`src/rtl/mdio_pkg.sv`:
```
// MDIO Clause 22 frame constants, field widths and responder states.
package mdio_pkg;

   localparam logic [1:0] MDIO_ST    = 2'b01;
   localparam logic [1:0] MDIO_OP_RD = 2'b10;
   localparam logic [1:0] MDIO_OP_WR = 2'b01;

   localparam int PHYAD_W = 5;
   localparam int REGAD_W = 5;
   localparam int DATA_W  = 16;
   localparam int TA_W    = 2;

   typedef enum logic [2:0] {
      IDLE,
      ST1,
      OP,
      PHYAD,
      REGAD,
      TA,
      DATA
   } mdio_state_e;

endpackage

```
`src/rtl/mdio_sync_edge.sv`:
```
// Two-flop synchronisers for MDC/MDIO, with an MDC rising-edge pulse.
module mdio_sync_edge (
   input  logic aclk,
   input  logic aresetn,
   input  logic mdc_i,
   input  logic mdio_i,
   output logic mdc_rise,
   output logic mdio_s
);

   logic [2:0] mdc_q;
   logic [1:0] mdio_q;

   always_ff @(posedge aclk or negedge aresetn) begin
      if (!aresetn) begin
         mdc_q  <= 3'b000;
         mdio_q <= 2'b11;
      end else begin
         mdc_q  <= {mdc_q[1:0], mdc_i};
         mdio_q <= {mdio_q[0], mdio_i};
      end
   end

   assign mdc_rise = mdc_q[1] & ~mdc_q[2];
   assign mdio_s   = mdio_q[1];

endmodule

```
`src/rtl/mdio_phy_responder.sv`:
```
// MDIO Clause 22 PHY-side responder: decodes frames, strobes a register
// bank in the aclk domain and drives read data back to the master.
module mdio_phy_responder
   import mdio_pkg::*;
#(
   parameter logic [PHYAD_W-1:0] PHY_ADDR     = 5'd1,
   parameter int                 PREAMBLE_LEN = 32
) (
   input  logic               aclk,
   input  logic               aresetn,
   input  logic               mdc_i,
   input  logic               mdio_i,
   output logic               mdio_o,
   output logic               mdio_oe,
   output logic [REGAD_W-1:0] reg_addr,
   output logic               reg_ren,
   input  logic [DATA_W-1:0]  reg_rdata,
   output logic               reg_wen,
   output logic [DATA_W-1:0]  reg_wdata,
   output logic               busy
);

   mdio_state_e        state, state_nxt;
   logic [5:0]         pre_cnt, pre_cnt_nxt;
   logic [3:0]         cnt, cnt_nxt;
   logic [4:0]         fld, fld_nxt, fld_in;
   logic               is_rd, is_rd_nxt;
   logic               match, match_nxt;
   logic [DATA_W-1:0]  shreg, shreg_nxt;
   logic [DATA_W-1:0]  wdata_nxt;
   logic [REGAD_W-1:0] addr_nxt;
   logic               ren_nxt, wen_nxt, ren_d;
   logic               o_nxt, oe_nxt;
   logic               rise, din, rd_hit;

   mdio_sync_edge u_sync (
      .aclk     (aclk),
      .aresetn  (aresetn),
      .mdc_i    (mdc_i),
      .mdio_i   (mdio_i),
      .mdc_rise (rise),
      .mdio_s   (din)
   );

   assign fld_in = {fld[3:0], din};
   assign rd_hit = match & is_rd;
   assign busy   = (state != IDLE);

   always_ff @(posedge aclk or negedge aresetn) begin
      if (!aresetn) begin
         state     <= IDLE;
         pre_cnt   <= '0;
         cnt       <= '0;
         fld       <= '0;
         is_rd     <= 1'b0;
         match     <= 1'b0;
         shreg     <= '0;
         reg_addr  <= '0;
         reg_wdata <= '0;
         reg_ren   <= 1'b0;
         reg_wen   <= 1'b0;
         ren_d     <= 1'b0;
         mdio_o    <= 1'b1;
         mdio_oe   <= 1'b0;
      end else begin
         state     <= state_nxt;
         pre_cnt   <= pre_cnt_nxt;
         cnt       <= cnt_nxt;
         fld       <= fld_nxt;
         is_rd     <= is_rd_nxt;
         match     <= match_nxt;
         shreg     <= shreg_nxt;
         reg_addr  <= addr_nxt;
         reg_wdata <= wdata_nxt;
         reg_ren   <= ren_nxt;
         reg_wen   <= wen_nxt;
         ren_d     <= reg_ren;
         mdio_o    <= o_nxt;
         mdio_oe   <= oe_nxt;
      end
   end

   always_comb begin
      state_nxt   = state;
      pre_cnt_nxt = pre_cnt;
      cnt_nxt     = cnt;
      fld_nxt     = fld;
      is_rd_nxt   = is_rd;
      match_nxt   = match;
      shreg_nxt   = shreg;
      addr_nxt    = reg_addr;
      wdata_nxt   = reg_wdata;
      ren_nxt     = 1'b0;
      wen_nxt     = 1'b0;
      o_nxt       = mdio_o;
      oe_nxt      = mdio_oe;
      // Bank data arrives the cycle after the strobe
      if (ren_d)
         shreg_nxt = reg_rdata;
      if (rise) begin
         unique case (state)
            IDLE: begin
               if (din) begin
                  if (pre_cnt != 6'd32)
                     pre_cnt_nxt = pre_cnt + 6'd1;
               end else begin
                  pre_cnt_nxt = '0;
                  if (pre_cnt >= 6'(PREAMBLE_LEN))
                     state_nxt = ST1;
               end
            end
            ST1: begin
               if (din == MDIO_ST[0]) begin
                  state_nxt = OP;
                  cnt_nxt   = 4'd1;
               end else begin
                  state_nxt = IDLE;
               end
            end
            OP: begin
               fld_nxt = fld_in;
               if (cnt != 4'd0) begin
                  cnt_nxt = cnt - 4'd1;
               end else if (fld_in[1:0] == MDIO_OP_RD ||
                            fld_in[1:0] == MDIO_OP_WR) begin
                  is_rd_nxt = (fld_in[1:0] == MDIO_OP_RD);
                  state_nxt = PHYAD;
                  cnt_nxt   = 4'(PHYAD_W - 1);
               end else begin
                  state_nxt = IDLE;
               end
            end
            PHYAD: begin
               fld_nxt = fld_in;
               if (cnt != 4'd0) begin
                  cnt_nxt = cnt - 4'd1;
               end else begin
                  match_nxt = (fld_in == PHY_ADDR);
                  state_nxt = REGAD;
                  cnt_nxt   = 4'(REGAD_W - 1);
               end
            end
            REGAD: begin
               fld_nxt = fld_in;
               if (cnt != 4'd0) begin
                  cnt_nxt = cnt - 4'd1;
               end else begin
                  addr_nxt  = fld_in;
                  ren_nxt   = rd_hit;
                  state_nxt = TA;
                  cnt_nxt   = 4'(TA_W - 1);
               end
            end
            TA: begin
               if (cnt != 4'd0) begin
                  cnt_nxt = cnt - 4'd1;
                  if (rd_hit) begin
                     oe_nxt = 1'b1;
                     o_nxt  = 1'b0;
                  end
               end else begin
                  state_nxt = DATA;
                  cnt_nxt   = 4'(DATA_W - 1);
                  if (rd_hit) begin
                     o_nxt     = shreg[DATA_W-1];
                     shreg_nxt = {shreg[DATA_W-2:0], 1'b0};
                  end
               end
            end
            DATA: begin
               if (rd_hit) begin
                  if (cnt != 4'd0) begin
                     o_nxt     = shreg[DATA_W-1];
                     shreg_nxt = {shreg[DATA_W-2:0], 1'b0};
                  end else begin
                     oe_nxt = 1'b0;
                     o_nxt  = 1'b1;
                  end
               end
               if (match && !is_rd)
                  wdata_nxt = {reg_wdata[DATA_W-2:0], din};
               if (cnt != 4'd0) begin
                  cnt_nxt = cnt - 4'd1;
               end else begin
                  wen_nxt     = match & ~is_rd;
                  state_nxt   = IDLE;
                  pre_cnt_nxt = '0;
               end
            end
            default: state_nxt = IDLE;
         endcase
      end
   end

endmodule

```
`config.mk`:
```
export PLATFORM = sky130hd
export DESIGN_NAME = mdio_phy_responder
export DESIGN_NICKNAME = d
export VERILOG_FILES = /design/src/rtl/mdio_pkg.sv /design/src/rtl/mdio_sync_edge.sv /design/src/rtl/mdio_phy_responder.sv
export SDC_FILE = /design/constraint.sdc
export NUM_CORES = 1
export LEC_CHECK = 0
export ABC_AREA = 1
export CAP_MARGIN = 0
export CORE_AREA = 2 2 81 91
export DETAILED_ROUTE_END_ITERATION = 10
export DIE_AREA = 0 0 83 93
export GPL_ROUTABILITY_DRIVEN = 0
export GPL_TIMING_DRIVEN = 0
export PLACE_DENSITY = 0.8
export REMOVE_ABC_BUFFERS = 1
export SLEW_MARGIN = 20
export SYNTH_ARGS = -nofsm -noshare
export SYNTH_HDL_FRONTEND = slang
export SYNTH_SLANG_ARGS = --single-unit
```
`constraint.sdc`:
```
create_clock -name aclk -period 1.76 [get_ports aclk]
set_clock_uncertainty 0.2 [all_clocks]
set_input_delay 0.176 -clock aclk [delete_from_list [all_inputs] [get_ports aclk]]
set_output_delay 0.176 -clock aclk [all_outputs]
set_load 0.01 [all_outputs]
```
* Yosys cells after proc, flatten, opt, wreduce, memory -nomap -nowiden
Index checks and enable logic that the tools add are counted.
** Operators by class
- Add/subtract/negate cells :: 2
- Order comparisons :: 1
- Equal/unequal tests :: 24
- Muxes and demuxes :: 46
- Bitwise gates (word level) :: 6
- Reductions and logical operators :: 20
** Operators with widths (count)
- 16-bit two-way mux :: 6
- 16-bit one-hot mux with 2 select lines :: 1
- 4-bit two-way mux :: 7
- 4-bit one-hot mux with 6 select lines :: 1
- 2-bit != test (second input constant) :: 11
- 3-bit two-way mux :: 7
- 3-bit one-hot mux with 7 select lines :: 1
- 6-bit two-way mux :: 3
- 1-bit two-way mux :: 15
- 6-bit one-hot mux with 2 select lines :: 1
- 4-bit AND reduction :: 3
- 3-bit equality test (second input constant) :: 3
- 3-bit AND reduction :: 3
- 8-bit AND reduction :: 1
- 6-bit by 1-bit adder with 6-bit output (second input constant) :: 1
- 3-bit by 2-bit equality test with 1-bit output (second input constant) :: 2
- 6-bit >= comparator (second input constant) :: 1
- 3-bit != test (second input constant) :: 2
- 6-bit != test (second input constant) :: 1
- 6-bit AND reduction :: 1
- 6-bit nonzero test :: 1
- 5-bit by 1-bit equality test with 1-bit output (second input constant) :: 1
- 5-bit AND reduction :: 1
- 2-bit two-way mux :: 2
- 17 further kinds :: 23
** Storage, ports and cells
- Register bits :: 66
- Bits of input ports :: 20
- Output and inout bits :: 26

* Logic depth before layout (Yosys ltp)
Gate-level depths: netlist of run 1.
- Depth after elaboration :: 5
- Depth in mapped cells :: 10
- Depth with buffers taken out :: 9

* By module
Synthesis of run 1 repeated with hierarchy kept, for this count alone.
** Second synthesis, totals
- Cells, all modules :: 405
- Area total of the unflattened synthesis :: 3418.3 um^2
** Modules (own cells, without submodules)
- mdio_phy_responder :: times used 1, cells each 398, area each 3280.6 um^2
- mdio_sync_edge :: times used 1, cells each 7, area each 137.6 um^2

* Worst setup path before layout of run 1
OpenSTA, ideal clock, no wires.
- Path kind :: register -> register
- Start :: register cnt[0]
- End :: register shreg[1]
- Setup time :: 0.116 ns
- Data arrival time :: 1.469 ns
- Data required time :: 1.444 ns
- Slack :: -0.026 ns
- Stages on the path, launching flop included :: 11
- Buffers on the path :: 1
- Period minus slack after synthesis :: 1.786 ns
- Cell sequence :: dfrtp_1 > inv_1 > ha_1 > nand3_2 > nand2_4 > inv_1 > o21ai_4 > buf_6 > inv_2 > nand2_1 > nand2_1
** On the way
- Word-level cells in the longest chain between the ends :: 5
- Elaborated cells on any way between the ends :: 6
** RTL lines
- start: declaration :: line mdio_phy_responder.sv:25 : logic [3:0] cnt, cnt_nxt;
- start signal: assignment :: line mdio_phy_responder.sv:68 : cnt <= cnt_nxt;
- 4-bit nonzero test (*) :: line mdio_phy_responder.sv:155, mdio_phy_responder.sv:172
- 16-bit two-way mux :: line mdio_phy_responder.sv:172 : if (cnt != 4'd0) begin
- 16-bit two-way mux :: line mdio_phy_responder.sv:171 : if (rd_hit) begin
- 16-bit one-hot mux with 2 select lines (*) :: line mdio_phy_responder.sv:101 : unique case (state)
- 16-bit two-way mux (*) :: line mdio_phy_responder.sv:100 : if (rise) begin
- named net shreg_nxt[1] :: line mdio_phy_responder.sv:29 : logic [DATA_W-1:0] shreg, shreg_nxt;
- end signal: assignment :: line mdio_phy_responder.sv:72 : shreg <= shreg_nxt;
- end: declaration :: line mdio_phy_responder.sv:29
Mark *: on every way through the listed nets, which the timed path passes. The rest lies on a longest branch.
A chain may end at the register's enable or synchronous reset.

* Final worst setup path of run 1
Same ends and word-level chain as after synthesis.

==> results of run 1 <==
## how the worst max path moves through the flow
| stage | start | end | slack [ns] | cells past startpoint |
|---|---|---|---|---|
| after floorplan | cnt[0] | shreg[1] | -0.36 | 9 |
| after global placement | aresetn | shreg[5] | -1.79 | 1 |
| after detailed placement | cnt[0] | shreg[3] | -0.72 | 8 |
| after CTS | cnt[1] | shreg[1] | -0.05 | 10 |
| after global routing | cnt[1] | mdio_oe | -0.20 | 10 |
| final | cnt[0] | shreg[1] | -0.11 | 10 |
## routing by layer
| metal | global-route usage, % | vias to the layer above | share of wire [%] |
|---|---|---|---|
| met5 | 0 | - | 0 |
| met4 | 9.15 | 0 | 2.4 |
| met3 | 6.00 | 16 | 4.8 |
| met2 | 32.0 | 81 | 50 |
| met1 | 22.4 | 1332 | 43 |
| li1 | - | 1375 | - |
## layout make-up
cell class                      instances  area [µm²]  area share [%]
Timing Repair Buffer                   76         719            16.4
Sequential cell                        66        1660            37.7
Inverter                               55         229            5.21
Multi-Input combinational cell        253        1460            33.1
Clock buffer                           12         155            3.53
Tap cell                               85         106            2.42
Clock inverter                          4        73.8            1.68
## power by group
group	switching, mW	total (mW)	internal (mW)
clock network	0.580	1.45	0.875
registers	0.0170	1.55	1.53
logic	0.0819	0.163	0.0812
total	0.679	3.17	2.49
## metrics by stage
stage / cells / setup TNS [ns]
after CTS: 536 / -0.172
after global routing: 551 / -3.58
after global placement: 502 / -136.55
final: 551 / -1.38
after floorplan: 372 / -7.36
after detailed placement: 503 / -23.02
## placed cells by master (no fill, tap or decap), drive strengths merged, types with 3 or more instances in the layout
cell,count
ha,5
dfrtp,63
clkinv,3
a21oi,13
xor2,4
nor3,6
clkdlybuf4s50,42
clkbuf,13
o21ai,62
nand3,15
nand4,6
inv,52
nor2,38
nand2,99
buf,31
dfstp,3
## sequential cells by signal, indices dropped and copies added (netlist names)
| register | flops |
|---|---|
| reg_ren | 1 |
| state | 3 |
| match | 1 |
| ren_d | 1 |
| mdio_o | 1 |
| u_sync.mdc_q | 3 |
| is_rd | 1 |
| pre_cnt | 6 |
| mdio_oe | 1 |
| shreg | 16 |
| reg_wdata | 16 |
| reg_addr | 5 |
| u_sync.mdio_q | 2 |
| reg_wen | 1 |
| cnt | 4 |
| fld | 4 |
## critical path: cells and delay by family (launching register included)
kind	cells	cell delay [ns]
AOI/OAI and AO/OA	1	0.20
adders and majority gates	1	0.16
buffers and inverters	4	0.46
DFF	1	0.39
and+or+nand+nor	4	0.36
## timing repair
action                                 CTS  global route
pin swaps                                6             6
endpoints found under the hold margin   66             0
setup buffers                           15            14
setup endpoints to repair               58            54
cloned                                   1             1
resized for setup                       29            30
hold buffers                             1             0
## cell families after synthesis
family,after synthesis
multiplexers,2
AND/OR/NAND/NOR,165
buffers and inverters,68
XOR/XNOR,4
AO/OA/AOI/OAI,75
adder cells (fa/ha/maj),5
flip-flops,66
==> results.cfg, run 1 <==
[logic_synthesis]
ys_seq_area_share_pct = 50.7
synth_edf_count = 0
synth_cell_types = 34
synth.largest_area_cell = dfrtp_1
syn_area_per_cell_um2 = 8.47
synthTopCellsByArea = dfrtp_1, nand2_1, o21ai_0, inv_1, o21ai_2
synth-simple-area-share_pct = 22.5
async_flop_share_pct = 100
syn_area_mm2 = 0.00326
synth_compound_area_share_pct = 14.0
yosys_warnings = 0
synth_top_family_by_area = simple AND/OR/NAND/NOR gates
yosysMostFrequentCell = nand2_1
ys.flop_type = dfrtp_1
synth_common_cells = nand2_1, dfrtp_1, inv_1
synth_top_area_share_pct = 48.3
synthAdderAreaFrac_pct = 1.92
synth_xor_area_share_pct = 1.07
syn_inst = 385
ys_ff_latch = 66
synthMuxAreaShare_pct = 0.652

[floorplan]
core_mm2 = 0.00685
start_util_pct = 47.6
die_area_mm2 = 0.00772
row_count = 32
io_pins = 46
dieHeight_um = 93
die_w_um = 83

[drt]
dr.first_iter.drc_count = 177
detail_route.wl_per_cell_um = 13.5
drc = 0
wirelength_um = 7440
vias = 2804
ant_nets = 0
viasPerCell = 5.09
dr.pass1.iters = 5

[cts]
clkSlewWorstSetupHoldPaths_ns = 0.07
cts_made_buffers = 9
clk_latency_ns = 0.36
clockBufferDepth = 2
cts_sinks = 66
root_buffer = clkbuf_8
htree_levels = 3
cts_tree = yes

[place]
dp_hpwl_um = 4420
dp_slack_ns = -0.716
placed_cell_area_mm2 = 0.00376
portBuffers = 45

[pwr]
p_leak_nw = 2.12
p_per_area_mw_per_mm2 = 721
total_power_mw = 3.17
worst_ir_drop_vdd_mv = 0.530

[timing]
hold_slack_ns = 0.0333
final_hold_viol_count = 0
worst_pin_slew_ns = 0.791
fmax_mhz = 534
drv_slew = 0
fin_ws_ns = -0.112
slew_headroom_pct = 47.3
fin_crit_sh_pct = 106
fin_crit_ns = 1.87
finalSetupViolations = 25
rsz0062_at_grt = yes

[worst_setup_path]
max_stage_delay_ns = 0.39
rr_startpoint = cnt[0]
cp_slowest_cell = dfrtp_1
rrSetupSlack_ns = -0.11
crit_path_cell_trace = inv_2, ha_4, nand3_4, nand2_4, clkinvlp_4, o21ai_4, buf_6, inv_4, nand2_1, nand2_1
cp.required_ns = 1.81
r2r_cells = 10
critPathCaptureType = register
path_class = register to register
crit_fanout = 7
crit_top_cell = nand2_1
worst_ep_arrival_time_ns = 1.93
worst_setup_path_start_kind = register
r2r-end = shreg[1]

[grt]
grt_max_degree = 49
grt_usage_pct = 19.1
grt_pass1_wl_um = 11700
grt-ovfl-total = 0
antenna_found_initial = 0
grt_pass1_vias = 2618

[layout]
area_growth_pct = 34.8
antenna_cells = 0
final_cell_area_mm2 = 0.00440
final_layout_size_suffix_gt1_share_pct = 26.2
nets = 486
post-route-util_pct = 64.2
nFillCells = 539

[worst_hold_path]
hold-path-endpoint = u_sync.mdio_q[0]
min_from = mdio_i
hold_path.class = input port to register
whs_path_depth = 1

[job]
timing.max_cap.violations = 0

[status]
violations = setup timing
status = finished, violations left
Note: power is estimated with default switching activity, not from simulation.
==> run 2, diff against run 1 <==
ABC_AREA = 0   (was 1)
CORE_AREA = 2 2 81 90   (was 2 2 81 91)
DIE_AREA = 0 0 83 92   (was 0 0 83 93)
RECOVER_POWER = 100   (was not set)
==> run 2 against run 1 <==
The flow still finishes with violations (setup timing). Sequential cell count unchanged. Area after synthesis decreased by 1.7%. Sequential share of layout area decreased by 2.4 points. Fmax decreased by 13%. Non-clock buffer count increased by 14. Final cell count decreased by 19%. Count of clock-buffer cells in the layout decreased by 2. Hold slack improved by 0.12 ns. Die area decreased by 1.1%. Via count decreased by 7.8%. Worst setup slack got worse by 0.28 ns. Register-to-register slack got worse by 0.28 ns.
==> results.cfg, run 2 <==
[status]
status = finished, violations left
violations = setup timing

[logic_synthesis]
synth.largest_area_cell = dfrtp_1
syn_area_mm2 = 0.00321
syn_area_per_cell_um2 = 12.0
ys.flop_type = dfrtp_1
synthTopCellsByArea = dfrtp_1, mux2_2, mux2_4, mux2_1, o21ai_0
syn_inst = 267
synth_top_area_share_pct = 49.2
ys_ff_latch = 66
yosysMostFrequentCell = dfrtp_1
async_flop_share_pct = 100
synth_common_cells = dfrtp_1, mux2_2, o21ai_0
synth_cell_types = 54
ys_seq_area_share_pct = 51.6
synth_edf_count = 0
yosys_warnings = 0

[worst_setup_path]
crit_fanout = 6
critPathCaptureType = register
path_class = register to register
worst_setup_path_start_kind = register
startpoint = cnt[0]
cp.required_ns = 1.83
rr_startpoint = cnt[0]
worst_ep_arrival_time_ns = 2.22

[pwr]
worst_ir_drop_vdd_mv = 0.757
p_leak_nw = 2.15
p_per_area_mw_per_mm2 = 709

[place]
portBuffers = 45
placed_cell_area_mm2 = 0.00373
dp_hpwl_um = 4140
dp_slack_ns = -0.912

[cts]
root_buffer = clkbuf_8
clkSlewWorstSetupHoldPaths_ns = 0.07
cts_made_buffers = 9
clockBufferDepth = 2
clk_latency_ns = 0.36
cts_tree = yes
htree_levels = 3
cts_sinks = 66

[layout]
nets = 382
final_cell_area_mm2 = 0.00471
antenna_cells = 0
final_cell_mix = dfrtp_1, clkdlybuf4s50_1, mux2_4
post-route-util_pct = 68.7
area_growth_pct = 46.7
layout_commonest_cell = dfrtp_1
reg.largest.list = reg_wdata (16), shreg (16), pre_cnt (6)
final_layout_size_suffix_gt1_share_pct = 44.5

[floorplan]
start_util_pct = 46.8
core_mm2 = 0.00685
die_area_mm2 = 0.00764
dieHeight_um = 92
row_count = 32
io_pins = 46
die_w_um = 83

[grt]
grt_usage_pct = 21.9
grt_pass1_wl_um = 13100
grt_pass1_vias = 2640
antenna_found_initial = 0
grt_max_degree = 48
grt-ovfl-total = 0

[timing]
fin_crit_sh_pct = 122
slew_headroom_pct = 21.0
finalSetupViolations = 54
worst_pin_slew_ns = 1.19
final_hold_viol_count = 0
drv_slew = 0
fin_crit_ns = 2.15
fin_ws_ns = -0.390
fmax_mhz = 465
rsz0062_at_grt = yes
hold_slack_ns = 0.150

[job]
timing.max_cap.violations = 0

[drt]
viasPerCell = 5.78
ant_nets = 0
dr.pass1.iters = 5
detail_route.wl_per_cell_um = 19.0
drc = 0
wirelength_um = 8490
vias = 2585
dr.first_iter.drc_count = 212

[worst_hold_path]
hold_path.class = register to register
min_from = u_sync.mdc_q[0]
[run 2: power by group]
group | switching, mW | total (mW) | internal (mW)
combinational | 0.0880 | 0.168 | 0.0799
clock | 0.634 | 1.62 | 0.985
sequential | 0.0135 | 1.55 | 1.53
[run 2: kinds of logic after synthesis]
family,Yosys count,share of synthesized area [%]
AND/OR/NAND/NOR,66,11.5
flip-flops,66,51.6
multiplexers,56,20.6
AO/OA/AOI/OAI,51,10.6
buffers and inverters,22,3.43
adder cells (fa/ha/maj),5,1.95
XOR/XNOR,1,0.273
[run 2: worst paths after layout]
kind                                     to  slack [ns]  cells after the start
hold / removal              u_sync.mdc_q[1]        0.15                      0
min in group asynchronous            cnt[2]        0.38                      2
setup / recovery                     cnt[0]       -0.39                     10
setup reg to reg                     cnt[0]       -0.39                     10
hold reg to reg             u_sync.mdc_q[1]        0.15                      0
max in group asynchronous  u_sync.mdio_q[0]        0.13                      3
[run 2: metal layers]
metal  GRT usage (%)  part of all wire, %  vias up
met5               0                    0        -
met4            14.6                  5.1        0
met3            4.68                  5.3       41
met2            35.8                   51      119
met1            26.0                   39     1279
li1                -                    -     1146
[run 2: cell type report]
| class | instances | area (µm²) |
|---|---|---|
| fill | 438 | 2140 |
| clock buffer | 10 | 138 |
| inverter | 11 | 42.5 |
| clock inverter | 6 | 113 |
| timing repair buffer | 90 | 907 |
| sequential | 66 | 1660 |
| multi-input combinational | 179 | 1740 |
| tap | 85 | 106 |
[run 2: timing repair]
| action | 4_1_cts | 5_1_grt |
|---|---|---|
| endpoints found under the setup margin | 62 | 59 |
| hold buffers | 1 | 0 |
| cloned | 1 | 0 |
| gates resized for setup | 61 | 48 |
| setup buffers | 32 | 9 |
| hold endpoints to repair | 64 | 0 |
| pin swaps | 18 | 15 |
[run 2: critical path, stage by stage, from the launching register on]
cell	delay, ns
dfrtp_1	0.41
inv_2	0.10
ha_4	0.13
nor3b_4	0.32
buf_12	0.17
buf_8	0.12
buf_4	0.11
nor2_1	0.05
o21ai_0	0.20
mux2i_1	0.12
a21oi_1	0.15
[run 2: through the flow]
| step | total power, mW | instances | TNS (ns) |
|---|---|---|---|
| floorplan | 1.62 | 256 | -22.67 |
| global placement | 1.70 | 386 | -156.93 |
| detailed placement | 1.71 | 388 | -39.90 |
| CTS | 3.31 | 438 | -8.11 |
| global route | 3.42 | 447 | -16.84 |
| finish | 3.33 | 447 | -11.13 |
